**src/rtl/pll_sim_pkg.sv**
```systemverilog
// Shared types for the PLL simulation measurement blocks.
package pll_sim_pkg;

    localparam int CNT_WIDTH_DEF = 16;

    typedef enum logic [2:0] {
        IDLE,
        SETTLE,
        WAIT_REF,
        MEASURE,
        CHECK
    } state_t;

endpackage

```
**src/rtl/sync_edge_detect.sv**
```systemverilog
// Multi-flop synchronizer with a rising-edge pulse on the synced level.
module sync_edge_detect
    import pll_sim_pkg::*;
#(
    parameter int STAGES = 2
) (
    input  logic clk,
    input  logic rst_n,
    input  logic din,
    output logic rise
);

    logic [STAGES-1:0] sync_q;
    logic              last_q;

    always_ff @(posedge clk or negedge rst_n) begin
        if (!rst_n) begin
            sync_q <= '0;
            last_q <= 1'b0;
        end else begin
            sync_q <= {sync_q[STAGES-2:0], din};
            last_q <= sync_q[STAGES-1];
        end
    end

    assign rise = sync_q[STAGES-1] & ~last_q;

endmodule

```
**src/rtl/phase_shift_monitor.sv**
```systemverilog
// Oversampled ref/shifted clock monitor: period, delay and sticky delay-error flag.
module phase_shift_monitor
    import pll_sim_pkg::*;
#(
    parameter int CNT_WIDTH      = CNT_WIDTH_DEF,
    parameter int SYNC_STAGES    = 2,
    parameter int SETTLE_PERIODS = 4,
    parameter int TOL_TICKS      = 1
) (
    input  logic                 clk,
    input  logic                 rst_n,
    input  logic                 ref_in,
    input  logic                 shifted_in,
    input  logic                 locked,
    input  logic [CNT_WIDTH-1:0] desired_delay,
    output logic [CNT_WIDTH-1:0] period_ticks,
    output logic [CNT_WIDTH-1:0] delay_ticks,
    output logic                 meas_valid,
    output logic                 fail
);

    localparam int SW = $clog2(SETTLE_PERIODS + 1);
    localparam logic [SW-1:0]        SETTLE_LAST = SW'(SETTLE_PERIODS - 1);
    localparam logic [CNT_WIDTH-1:0] CNT_MAX     = '1;
    localparam logic [CNT_WIDTH-1:0] TOL         = CNT_WIDTH'(TOL_TICKS);

    logic ref_rise;
    logic sh_rise;

    state_t               state;
    logic [SW-1:0]        settle_cnt;
    logic [CNT_WIDTH-1:0] cnt;
    logic [CNT_WIDTH-1:0] delay_r;
    logic [CNT_WIDTH-1:0] period_r;
    logic                 got_delay;

    logic [CNT_WIDTH-1:0] diff;
    logic [CNT_WIDTH-1:0] alt;
    logic [CNT_WIDTH-1:0] err;
    logic                 mismatch;

    // Identical instances keep the two paths' latency matched.
    sync_edge_detect #(.STAGES(SYNC_STAGES)) u_ref_sync (
        .clk   (clk),
        .rst_n (rst_n),
        .din   (ref_in),
        .rise  (ref_rise)
    );

    sync_edge_detect #(.STAGES(SYNC_STAGES)) u_sh_sync (
        .clk   (clk),
        .rst_n (rst_n),
        .din   (shifted_in),
        .rise  (sh_rise)
    );

    // Delay error taken modulo the period, so near-period delays wrap to zero.
    always_comb begin
        diff     = '0;
        alt      = '0;
        err      = '0;
        mismatch = 1'b0;
        if (delay_r >= desired_delay) begin
            diff = delay_r - desired_delay;
        end else begin
            diff = desired_delay - delay_r;
        end
        alt      = period_r - diff;
        err      = (diff <= alt) ? diff : alt;
        mismatch = !got_delay || (err > TOL);
    end

    always_ff @(posedge clk or negedge rst_n) begin
        if (!rst_n) begin
            state        <= IDLE;
            settle_cnt   <= '0;
            cnt          <= '0;
            delay_r      <= '0;
            period_r     <= '0;
            got_delay    <= 1'b0;
            period_ticks <= '0;
            delay_ticks  <= '0;
            meas_valid   <= 1'b0;
            fail         <= 1'b0;
        end else begin
            meas_valid <= 1'b0;
            if (state != IDLE && !locked) begin
                state <= IDLE;
            end else begin
                unique case (state)
                    IDLE: begin
                        if (locked) begin
                            settle_cnt <= '0;
                            state      <= SETTLE;
                        end
                    end
                    SETTLE: begin
                        if (ref_rise) begin
                            if (settle_cnt == SETTLE_LAST) begin
                                state <= WAIT_REF;
                            end else begin
                                settle_cnt <= settle_cnt + 1'b1;
                            end
                        end
                    end
                    WAIT_REF: begin
                        if (ref_rise) begin
                            cnt       <= '0;
                            got_delay <= sh_rise;
                            if (sh_rise) begin
                                delay_r <= '0;
                            end
                            state <= MEASURE;
                        end
                    end
                    MEASURE: begin
                        if (cnt == CNT_MAX) begin
                            fail         <= 1'b1;
                            period_ticks <= CNT_MAX;
                            meas_valid   <= 1'b1;
                            state        <= WAIT_REF;
                        end else begin
                            cnt <= cnt + 1'b1;
                            if (ref_rise) begin
                                period_r <= cnt + 1'b1;
                                if (sh_rise && !got_delay) begin
                                    delay_r   <= '0;
                                    got_delay <= 1'b1;
                                end
                                state <= CHECK;
                            end else if (sh_rise && !got_delay) begin
                                delay_r   <= cnt + 1'b1;
                                got_delay <= 1'b1;
                            end
                        end
                    end
                    CHECK: begin
                        period_ticks <= period_r;
                        delay_ticks  <= delay_r;
                        meas_valid   <= 1'b1;
                        if (mismatch) begin
                            fail <= 1'b1;
                        end
                        state <= WAIT_REF;
                    end
                    default: state <= IDLE;
                endcase
            end
        end
    end

endmodule

```
**config.mk**
```make
export PLATFORM = sky130hd
export DESIGN_NAME = phase_shift_monitor
export DESIGN_NICKNAME = d
export VERILOG_FILES = /design/src/rtl/pll_sim_pkg.sv /design/src/rtl/sync_edge_detect.sv /design/src/rtl/phase_shift_monitor.sv
export SDC_FILE = /design/constraint.sdc
export NUM_CORES = 1
export LEC_CHECK = 0
export ABC_AREA = 1
export CAP_MARGIN = 20
export CORE_MARGIN = 3
export CORE_UTILIZATION = 50
export CTS_CLUSTER_DIAMETER = 100
export DETAILED_ROUTE_END_ITERATION = 8
export DONT_BUFFER_PORTS = 1
export GPL_ROUTABILITY_DRIVEN = 0
export GPL_TIMING_DRIVEN = 1
export PLACE_DENSITY = 0.73
export SYNTH_ARGS = -nofsm -noshare
export SYNTH_HDL_FRONTEND = slang
export SYNTH_SLANG_ARGS = --single-unit
```
**constraint.sdc**
```tcl
create_clock -name clk -period 5.05 [get_ports clk]
set_input_delay 1.01 -clock clk [delete_from_list [all_inputs] [get_ports clk]]
set_output_delay 1.01 -clock clk [all_outputs]
set_load 0.02 [all_outputs]
```
==> impl_metrics.env <==
export IMPL_status="completed"
export IMPL_layer_with_the_highest_usage_after_global_routing="met2"
export IMPL_cts_tree="built"
export IMPL_hpwlAfterDp_mm=16.0
export IMPL_cts_buffers=9
export IMPL_synth_warning_count=0
export IMPL_final_worst_path_cycle_share_pct=99.0
export IMPL_fin_worst_skew_ns=0.0142
export IMPL_wl_mm=20.6
export IMPL_hold_class="in2async"
export IMPL_drt_iter0_drc=639
export IMPL_final_hold_viol_count=0
export IMPL_synthAdderAreaFrac_pct=10.7
export IMPL_yosys_top_cells_count="sky130_fd_sc_hd__nand2_1, sky130_fd_sc_hd__inv_1, sky130_fd_sc_hd__dfrtp_1"
export IMPL_drive_above_1_share_pct=19.6
export IMPL_per_cell_via_count_in_the_routed_design=5.43
export IMPL_setup_slack_ns=0.0516
export IMPL_synth_top_cells_by_area="sky130_fd_sc_hd__dfrtp_1, sky130_fd_sc_hd__nand2_1, sky130_fd_sc_hd__ha_1"
export IMPL_fmaxAchievable_mhz=200
export IMPL_worst_ep_arrival_time_ns=5.25
export IMPL_dominant_combinational_cell_family_by_area_after_synthesis="simple AND/OR/NAND/NOR gates"
export IMPL_synth_compound_area_share_pct=14.7
export IMPL_drt_wirelength_per_cell_um=16.3
export IMPL_crit_path_start_kind="input port"
export IMPL_num_io_pins=55
export IMPL_die_w_um=126
export IMPL_worst_stage_delay_on_the_critical_path_ns=0.40
export IMPL_initial_utilization_pct=51.7
export IMPL_preCtsSetupSlack_ns=-0.206
export IMPL_setup_tns_ns=0
export IMPL_synth_top_cell_area_share_pct=32.8
export IMPL_yosys_area_top_type="sky130_fd_sc_hd__dfrtp_1"
export IMPL_grt_pass1_wl_mm=32.4
export IMPL_critPathRequiredTime_ns=5.30
export IMPL_finalMaxSlewViolations=0
export IMPL_grt_overflow_total=0
export IMPL_route_vias_total=6864
export IMPL_setup_violations_final=0
export IMPL_clock_insertion_delay_worst_skew_ns=0.37
export IMPL_max_cap_violations=0
export IMPL_grtUsageTotal_pct=25.2
export IMPL_grt_util_met2_pct=40.9
export IMPL_path_clk_slew_ns=0.08
export IMPL_synth_fp_nets=1083
export IMPL_worst_slew_pin_slew_ns=0.815
export IMPL_placement_io_buffers=0
export IMPL_clockBufferDepth=2
export IMPL_synth_avg_cell_area_um2=7.25
export IMPL_die_area_um2=16000
export IMPL_core_area_um2=14000
export IMPL_htreeDepth=3
export IMPL_synth_most_common_cell="sky130_fd_sc_hd__nand2_1"
export IMPL_crit_fanout=8
export IMPL_crit_family="simple AND/OR/NAND/NOR gates"
export IMPL_setup_worst_path_class="in2reg"
export IMPL_cts_root_buffer="sky130_fd_sc_hd__clkbuf_16"
export IMPL_global_route_usage_met3_pct=3.87
export IMPL_xor_xnor_fraction_of_synth_area_pct=3.26
export IMPL_rr_startpoint="delay_r[0]"
export IMPL_layout_min_cycle_time_ns=5.00
export IMPL_flow_area_growth_from_synthesis_pct=20.2
export IMPL_synth_seq_area_share_pct=32.8
export IMPL_critical_path_n_buffers_inverters=4
export IMPL_slew_headroom_pct=45.5
export IMPL_postSynth_asyncResetShare_pct=100
export IMPL_yosys_area_share_simple_pct=27.9
export IMPL_yosys_mux_area_fraction_pct=0.138
export IMPL_std_cell_rows=43
export IMPL_grtUsageMet1_pct=34.5
export IMPL_grt_setup_unrepaired="yes"
export IMPL_reg2reg_to="fail"
export IMPL_detail_route_antenna_nets=0
export IMPL_grt_max_degree=96
export IMPL_regToRegSetupSlack_ns=0.09
export IMPL_endpoint_kind="flip-flop"
export IMPL_drt_pass1_iter_count=8
export IMPL_syn_inst=1001
export IMPL_synth_cell_area_um2=7260
export IMPL_worst_r2r_path_depth=31
export IMPL_critical_path_slowest_cell="sky130_fd_sc_hd__fa_2"
export IMPL_yosys_most_used_dff="sky130_fd_sc_hd__dfrtp_1"
export IMPL_drc_errors=0
export IMPL_n_antenna_cell=0
export IMPL_die_h_um=126
export IMPL_num_nets_final=1160
export IMPL_edff_count_synth=0
export IMPL_postSynthRegisterBits=95
export IMPL_synth_distinct_cells=54
export IMPL_via_count_of_the_first_global_routing_pass=6429
export IMPL_grt_antenna_before_repair=0
export IMPL_clock_sinks=95
## routing by layer
layer	part of all wire, %	up-vias
li1	-	3402
met1	43	3188
met2	47	222
met3	6.2	52
met4	3.6	0
met5	0	-
## cell families (layout without fill, tap and decap cells)
kind of cell | count (synthesis) | in the layout
mux | 1 | 1
xor+xnor | 27 | 27
flops | 95 | 95
compound gates | 175 | 175
simple gates | 445 | 445
buf+inv | 197 | 279
fa+ha+maj | 61 | 61
## registers in the layout, summed over array words and instances (netlist names), 2 cells and up
name               cells
delay_r               16
cnt                   16
delay_ticks           16
u_ref_sync.sync_q      2
u_sh_sync.sync_q       2
state                  3
period_ticks          16
settle_cnt             3
period_r              16
## final cells by class
| cell class | count | area, um2 |
|---|---|---|
| Sequential cell | 95 | 2380 |
| Tap cell | 180 | 225 |
| Timing Repair Buffer | 86 | 677 |
| Clock inverter | 7 | 91.3 |
| Fill cell | 1201 | 5320 |
| Multi-Input combinational cell | 709 | 4460 |
| Clock buffer | 9 | 225 |
| Inverter | 177 | 672 |
## worst reg2reg max path, delay by kind of cell (launching register included)
| family | cells | cell delay (ns) |
|---|---|---|
| and+or+nand+nor | 15 | 1.62 |
| adders and majority gates | 4 | 1.14 |
| AOI/OAI and AO/OA | 6 | 0.92 |
| buffers and inverters | 5 | 0.50 |
| DFF | 1 | 0.40 |
| xor gates and xnor gates | 1 | 0.27 |
## worst max-delay path by stage
stage	startpoint	to	slack (ns)	depth (start not counted)
finish	desired_delay[0]	fail	0.05	30
global route	desired_delay[0]	fail	-0.24	32
CTS	desired_delay[0]	fail	0.12	34
detailed placement	desired_delay[0]	fail	-0.21	34
global placement	desired_delay[0]	fail	-0.04	34
floorplan	desired_delay[0]	fail	0.02	34
## per-stage QoR
step / std cells / cell area (um2) / hold slack (ns) / utilization [%]
detailed placement: 1238 / 7980 / 0.336 / 56.8
global placement: 1238 / 7980 / 0.337 / 56.8
CTS: 1254 / 8300 / 0.327 / 59.1
floorplan: 1001 / 7280 / 0.331 / -
finish: 1263 / 8720 / 0.333 / 62.1
global route: 1263 / 8720 / 0.316 / 62.1
## repair_timing
item,in CTS,in global routing
hold endpoints to repair,0,0
gates resized for setup,0,69
setup endpoints to repair,0,1
buffers inserted,0,8
hold buffers,0,0
## layout by cell type (no fill, tap or decap), types with 6 or more instances in the layout
master                      instances
sky130_fd_sc_hd__nand2_1          219
sky130_fd_sc_hd__inv_1            165
sky130_fd_sc_hd__dfrtp_1           95
sky130_fd_sc_hd__buf_4             83
sky130_fd_sc_hd__nor2_1            75
sky130_fd_sc_hd__o21ai_0           64
sky130_fd_sc_hd__nand3_1           60
sky130_fd_sc_hd__ha_1              50
sky130_fd_sc_hd__a21oi_1           38
sky130_fd_sc_hd__nand2_2           25
sky130_fd_sc_hd__nand4_1           21
sky130_fd_sc_hd__xor2_1            19
sky130_fd_sc_hd__inv_2             10
sky130_fd_sc_hd__o22a_1             9
sky130_fd_sc_hd__ha_4               9
sky130_fd_sc_hd__clkbuf_16          9
sky130_fd_sc_hd__a21oi_2            8
sky130_fd_sc_hd__nand3_2            8
sky130_fd_sc_hd__o21ai_1            8
sky130_fd_sc_hd__o21ai_2            6
sky130_fd_sc_hd__o211ai_1           6
sky130_fd_sc_hd__nor3_2             6
Power is not shown: default switching activity piles up to over one toggle a cycle in this logic, so the estimate is an artifact.
